`src/rtl/fb_writer_pkg.sv`:
```
// Shared types and constants for the frame-buffer writer.
// Optional FILL engine is enabled by defining FB_WRITER_FILL_EN.
package fb_writer_pkg;

    localparam int ADR_W = 19;
    localparam int REG_W = 22;

    typedef enum logic [1:0] {
        IDLE  = 2'd0,
        WRITE = 2'd1,
        FILL  = 2'd2
    } state_t;

    localparam logic [1:0] OFF_ADDR   = 2'd0;
    localparam logic [1:0] OFF_PIXEL  = 2'd1;
    localparam logic [1:0] OFF_FILL   = 2'd2;
    localparam logic [1:0] OFF_STATUS = 2'd3;

    localparam int STAT_BUSY = 0;
    localparam int STAT_ERR  = 1;

endpackage

```
`src/rtl/fb_cursor.sv`:
```
// Frame-buffer address cursor: range-checked load and wrapping increment.
module fb_cursor
    import fb_writer_pkg::*;
#(
    parameter int DEPTH = 307200
) (
    input  logic             clk,
    input  logic             reset,
    input  logic             load,
    input  logic [ADR_W-1:0] load_val,
    input  logic             inc,
    output logic [ADR_W-1:0] cursor,
    output logic             load_bad
);

    localparam logic [ADR_W-1:0] LAST = ADR_W'(DEPTH - 1);

    assign load_bad = load_val > LAST;

    always_ff @(posedge clk or posedge reset) begin
        if (reset) begin
            cursor <= '0;
        end else if (load) begin
            cursor <= load_bad ? '0 : load_val;
        end else if (inc) begin
            cursor <= (cursor == LAST) ? '0 : cursor + 1'b1;
        end
    end

endmodule

```
`src/rtl/fb_writer.sv`:
```
// CPU-driven frame-buffer pixel writer with single-pixel and FILL modes.
// FILL mode is built only when FB_WRITER_FILL_EN is defined.
module fb_writer
    import fb_writer_pkg::*;
#(
    parameter int FB_DEPTH = 307200,
    parameter int PIX_W    = 8
) (
    input  logic             clk,
    input  logic             reset,
    input  logic             cpu_sel,
    input  logic             cpu_we,
    input  logic [1:0]       cpu_off,
    input  logic [REG_W-1:0] cpu_wdata,
    output logic [REG_W-1:0] cpu_rdata,
    output logic             fb_we,
    output logic [ADR_W-1:0] fb_adr,
    output logic [PIX_W-1:0] fb_data
);

    state_t state;
    state_t state_nxt;

    logic [ADR_W-1:0] cursor;
    logic [ADR_W-1:0] remaining;
    logic [PIX_W-1:0] color;
    logic             err;
    logic             busy;
    logic             idle;
    logic             load_bad;

    logic wr;
    logic wr_addr;
    logic wr_pix;
    logic wr_fill;
    logic wr_stat;
    logic fill_start;
    logic fill_busy_err;
    logic err_set;
    logic err_clr;

    assign wr      = cpu_sel & cpu_we;
    assign wr_addr = wr & (cpu_off == OFF_ADDR);
    assign wr_pix  = wr & (cpu_off == OFF_PIXEL);
    assign wr_fill = wr & (cpu_off == OFF_FILL);
    assign wr_stat = wr & (cpu_off == OFF_STATUS);

    assign idle = (state == IDLE);

`ifdef FB_WRITER_FILL_EN
    assign busy          = (state == WRITE) | (state == FILL);
    assign fill_start    = wr_fill & idle & (|cpu_wdata[ADR_W-1:0]);
    assign fill_busy_err = wr_fill & busy;

    always_ff @(posedge clk or posedge reset) begin
        if (reset) begin
            remaining <= '0;
        end else if (fill_start) begin
            remaining <= cpu_wdata[ADR_W-1:0];
        end else if (state == FILL) begin
            remaining <= remaining - 1'b1;
        end
    end
`else
    // Without the fill engine, FILL writes vanish silently.
    assign busy          = (state == WRITE);
    assign fill_start    = 1'b0;
    assign fill_busy_err = 1'b0;
    assign remaining     = '0;
`endif

    fb_cursor #(
        .DEPTH(FB_DEPTH)
    ) u_cursor (
        .clk     (clk),
        .reset   (reset),
        .load    (wr_addr & idle),
        .load_val(cpu_wdata[ADR_W-1:0]),
        .inc     (busy),
        .cursor  (cursor),
        .load_bad(load_bad)
    );

    always_ff @(posedge clk or posedge reset) begin
        if (reset) begin
            state <= IDLE;
        end else begin
            state <= state_nxt;
        end
    end

    always_comb begin
        state_nxt = IDLE;
        unique case (state)
            IDLE: begin
                if (wr_pix) begin
                    state_nxt = WRITE;
                end else if (fill_start) begin
                    state_nxt = FILL;
                end
            end
            WRITE: state_nxt = IDLE;
`ifdef FB_WRITER_FILL_EN
            FILL: begin
                if (remaining > 1) begin
                    state_nxt = FILL;
                end
            end
`endif
            default: state_nxt = IDLE;
        endcase
    end

    always_ff @(posedge clk or posedge reset) begin
        if (reset) begin
            color <= '0;
        end else if (wr_pix & idle) begin
            color <= cpu_wdata[PIX_W-1:0];
        end
    end

    assign err_set = (wr_addr & idle & load_bad)
                   | (busy & (wr_addr | wr_pix))
                   | fill_busy_err;
    assign err_clr = wr_stat & cpu_wdata[STAT_ERR];

    // A new error outranks a simultaneous clear.
    always_ff @(posedge clk or posedge reset) begin
        if (reset) begin
            err <= 1'b0;
        end else if (err_set) begin
            err <= 1'b1;
        end else if (err_clr) begin
            err <= 1'b0;
        end
    end

    // Address and data come straight from registers; fb_we tracks state,
    // so an asynchronous reset drops it at once.
    assign fb_we   = busy;
    assign fb_adr  = cursor;
    assign fb_data = color;

    always_comb begin
        cpu_rdata = '0;
        unique case (cpu_off)
            OFF_ADDR:  cpu_rdata = REG_W'(cursor);
            OFF_PIXEL: cpu_rdata = REG_W'(color);
            OFF_FILL:  cpu_rdata = REG_W'(remaining);
            default: begin
                cpu_rdata[STAT_ERR]  = err;
                cpu_rdata[STAT_BUSY] = busy;
            end
        endcase
    end

endmodule
```
`config.mk`:
```
export PLATFORM = sky130hd
export DESIGN_NAME = fb_writer
export DESIGN_NICKNAME = d
export VERILOG_FILES = /design/src/rtl/fb_writer_pkg.sv /design/src/rtl/fb_cursor.sv /design/src/rtl/fb_writer.sv
export SDC_FILE = /design/constraint.sdc
export NUM_CORES = 1
export LEC_CHECK = 0
export CAP_MARGIN = 20
export CORE_AREA = 3 3 80 82
export DETAILED_ROUTE_END_ITERATION = 10
export DIE_AREA = 0 0 83 85
export PLACE_DENSITY_LB_ADDON = 0.12
export REMOVE_ABC_BUFFERS = 1
export SETUP_SLACK_MARGIN = 0.02
export SYNTH_ARGS = -nofsm -noshare
export SYNTH_HDL_FRONTEND = slang
export SYNTH_HIERARCHICAL = 1
export SYNTH_SLANG_ARGS = --single-unit
export TNS_END_PERCENT = 30
```
`constraint.sdc`:
```
create_clock -name clk -period 1.9 [get_ports clk]
set_input_delay 0.19 -clock clk [delete_from_list [all_inputs] [get_ports clk]]
set_output_delay 0.19 -clock clk [all_outputs]
set_load 0.05 [all_outputs]
```
==> tab_implementation.tex <==
\begin{tabular}{lr}
\hline
Metric & Value \\
\hline
\multicolumn{2}{l}{\textbf{Synth}} \\
Average instance area after synthesis & about 9.5 sq um \\
Mapped Cells & around 210 \\
Number of library cell types mapped by synthesis & 52 \\
Top cell type by total area after synthesis & dfrtp\_1 \\
Number of storage elements in the synthesis netlist & 29 \\
Leading cell type by number of instances after synthesis & dfrtp\_1 \\
Syn. warnings & 6 \\
Fraction of registers with async set or reset after synthesis & 1.00 \\
Commonest cells post-synth & dfrtp\_1 (29), nand2\_1 (17), o21ai\_0 (15), and2\_1 (12), mux2i\_1 (12) \\
Post-synth EDFFs & 0 \\
Combined area of all synthesized cells & roughly 2000 sq um \\
Portion of the post-synthesis area used by sequential elements & 0.366 \\
Leading post-synthesis cells by cell area & dfrtp\_1 (37\%), mux2i\_1 (6.1\%), mux2\_4 (6.1\%) \\
Share of Yosys cell area claimed by the top area cell type & 0.366 \\
Leading register cell type out of synthesis & dfrtp\_1 \\
\multicolumn{2}{l}{\textbf{Detailed routing}} \\
DRC & 0 \\
Total routed wirelength & 6310 um \\
Starting DRT DRC Count & 92 \\
Vias per inst & 5.28 \\
DR pass1 iterations & 4 \\
Average wire per cell in the routed design & approximately 17 um \\
ANT nets after route & 0 \\
Count of vias placed by the detailed router & 1985 \\
\multicolumn{2}{l}{\textbf{Layout}} \\
Inserted Diodes & 0 \\
Area growth, synth to finish & 61.7\% \\
Number of filler cells placed in the layout & 520 \\
Final standard cell utilization of the core & 0.551 \\
Final net count & between 300 and 400 \\
Proportion of layout cells with a drive suffix above 1 & 0.252 \\
\multicolumn{2}{l}{\textbf{Floorplanning}} \\
Initial Util & 0.341 \\
Vert. Die Dim & 85 um \\
Die footprint & 7060 sq um \\
Die span in x & between 80 and 90 um \\
Number of top-level design ports & roughly 80 \\
Row count & 28 \\
Core area & slightly below 6000 sq um \\
\multicolumn{2}{l}{\textbf{CTS}} \\
TritonCTS clock tree & done \\
CTS root buffer & clkbuf\_8 \\
Number of setup buffers added after CTS & 0 \\
Count of cells resized by post-cts repair & 0 \\
TritonCTS Sinks & 29 \\
Maximum level of the CTS H-tree & 2 \\
TritonCTS buffer count & 5 \\
Worst-path clk slew & 0.06 ns \\
Clock latency reported for the late side of the worst-skew pair & between 0.2 and 0.3 ns \\
Maximum clock insertion buffer count & 2 \\
CTS hold repair buffers & 0 \\
\multicolumn{2}{l}{\textbf{Placement}} \\
Routability congestion estimate & 0.770 \\
Half-perimeter wire length of the detailed placement result & roughly 4700 um \\
Port bufs & around 70 \\
\multicolumn{2}{l}{\textbf{STA}} \\
Setup Skew & 0.00580 ns \\
Setup TNS after final layout & 0 ns \\
Worst-margin pin slew & between 0.6 and 0.7 ns \\
Slew headroom & 0.545 \\
Count of pins over their slew limit & 0 \\
Final hold viol count & 0 \\
Share of the cycle needed by the critical path after routing & 0.962 \\
Achievable frequency & $\sim$550 MHz \\
RSZ-0062 raised after global routing & no \\
Final number of setup-violating endpoints & 0 \\
Crit path time final & 1.83 ns \\
\multicolumn{2}{l}{\textbf{Critical path}} \\
Arrival time of data at the critical path endpoint & approximately 1.6 ns \\
Critical path capture point type & primary output \\
Required time at the worst-slack endpoint & about 1.7 ns \\
Library cell contributing the largest single delay on the critical path & clkdlybuf4s50\_1 \\
Crit Path Max Fanout & 8 \\
Total buffers and inverters traversed by the critical path & 1 \\
Cell-by-cell listing of the critical path & clkdlybuf4s50\_1 \\
Largest stage delay, worst path & between 0.8 and 0.9 ns \\
Kind of launch point of the worst setup path & flop \\
Largest delay contributor family on the critical path & buffers and inverters \\
Critical Setup Path Class & flop to primary output \\
\multicolumn{2}{l}{\textbf{GRT}} \\
Remaining global-route overflow & 0 \\
Via count of the first global-routing pass & 1980 \\
GRT Overall Usage & 0.180 \\
First-pass GRT wire length & around 10000 um \\
Pin count of the biggest net entering global routing & 20 \\
Number of antenna violations at the first check in global routing & 0 \\
\multicolumn{2}{l}{\textbf{Power and ir drop}} \\
Total Power Consumption & $\sim$2.8 mW \\
Static leakage & around 1.4 nW \\
PwrDens & 870 nW/um\^{}2 \\
Worst ir drop on vdd & about 540 uV \\
\multicolumn{2}{l}{\textbf{Min path}} \\
HP Class & input pin to async pin \\
\multicolumn{2}{l}{\textbf{Status}} \\
Result of the run & finished, final reports clean \\
\multicolumn{2}{l}{\textbf{Job}} \\
Max-cap viol count & 0 \\
\hline
\end{tabular}
[cell type report]
cell class                 count  area (sq um)  area share
clock inverter                 1          5.00     0.00156
clock buffer                   7          96.3      0.0301
multi-input combinational    159          1130       0.353
inverter                       8          32.5      0.0102
sequential                    29           726       0.226
timing repair buffer          97          1120       0.349
tap                           75          93.8      0.0293
[per-stage QoR]
stage | hold WS [ns] | area [sq um] | setup WS (ns) | std cells
final | 0.232 | 3200 | 0.0729 | 376
after global routing | 0.284 | 3200 | 0.0273 | 376
after CTS | 0.237 | 3200 | 0.0748 | 376
after detailed placement | 0.499 | 3100 | -0.0831 | 368
after global placement | 0.498 | 3100 | -0.0888 | 368
after floorplan | 0.0302 | 1880 | -1.58 | 196
[power breakdown]
part	internal, mW	switching, mW	total (mW)	leakage [nW]
Clock	0.327	0.253	0.580	0.0542
Sequential	0.722	0.112	0.834	0.335
Combinational	0.565	0.810	1.37	1.03
Total	1.61	1.18	2.79	1.42
[flip-flops by register name, summed over array words and instances (netlist names)]
name,cells
u_cursor/cursor,19
fb_data,8
state,1
err,1
[logic make-up (layout without fill, tap and decap cells)]
family | count (synthesis) | in the layout | share of synthesized area
simple gates | 82 | 82 | 0.244
compound gates | 49 | 49 | 0.174
flops | 29 | 29 | 0.366
buf+inv | 23 | 113 | 0.0694
mux | 20 | 20 | 0.121
xor+xnor | 4 | 4 | 0.0177
fa+ha+maj | 1 | 1 | 0.00631
other cells | 1 | 3 | 0.00189
[final timing paths]
check,from,end,slack [ns],cells after the start
hold / removal,reset,fb_data[5],0.23,2
max in group asynchronous,reset,fb_data[4],1.38,2
setup reg to reg,u_cursor/cursor[12],u_cursor/cursor[7],0.21,4
hold reg to reg,err,err,0.51,2
min in group clk,cpu_wdata[10],u_cursor/cursor[10],0.48,3
setup / recovery,u_cursor/cursor[12],fb_adr[12],0.07,1
[cells in the final DEF (no fill, tap or decap), drive strengths merged, types with 2 or more instances in the layout]
cell type	n
conb	3
o21ai	16
o211ai	4
nor3	2
mux2i	12
nand2	17
nand4	10
or3	2
and4	4
nor2	11
and3	4
nor2b	3
a32oi	2
inv	8
xor2	4
a22oi	7
mux2	8
and2	12
clkbuf	7
nand3	9
dfrtp	29
buf	46
or4	3
o22ai	2
a21oi	4
clkdlybuf4s50	51
o31ai	4
a21o	2
[metal layers]
layer	wire length [um]	track usage	up-vias	share of wire
li1	-	-	957	-
met1	2820	0.231	936	0.45
met2	3020	0.302	84	0.48
met3	391	0.0466	8	0.062
met4	71	0.0475	0	0.011
met5	0	0	-	0
(Power assumes the default switching activity.)
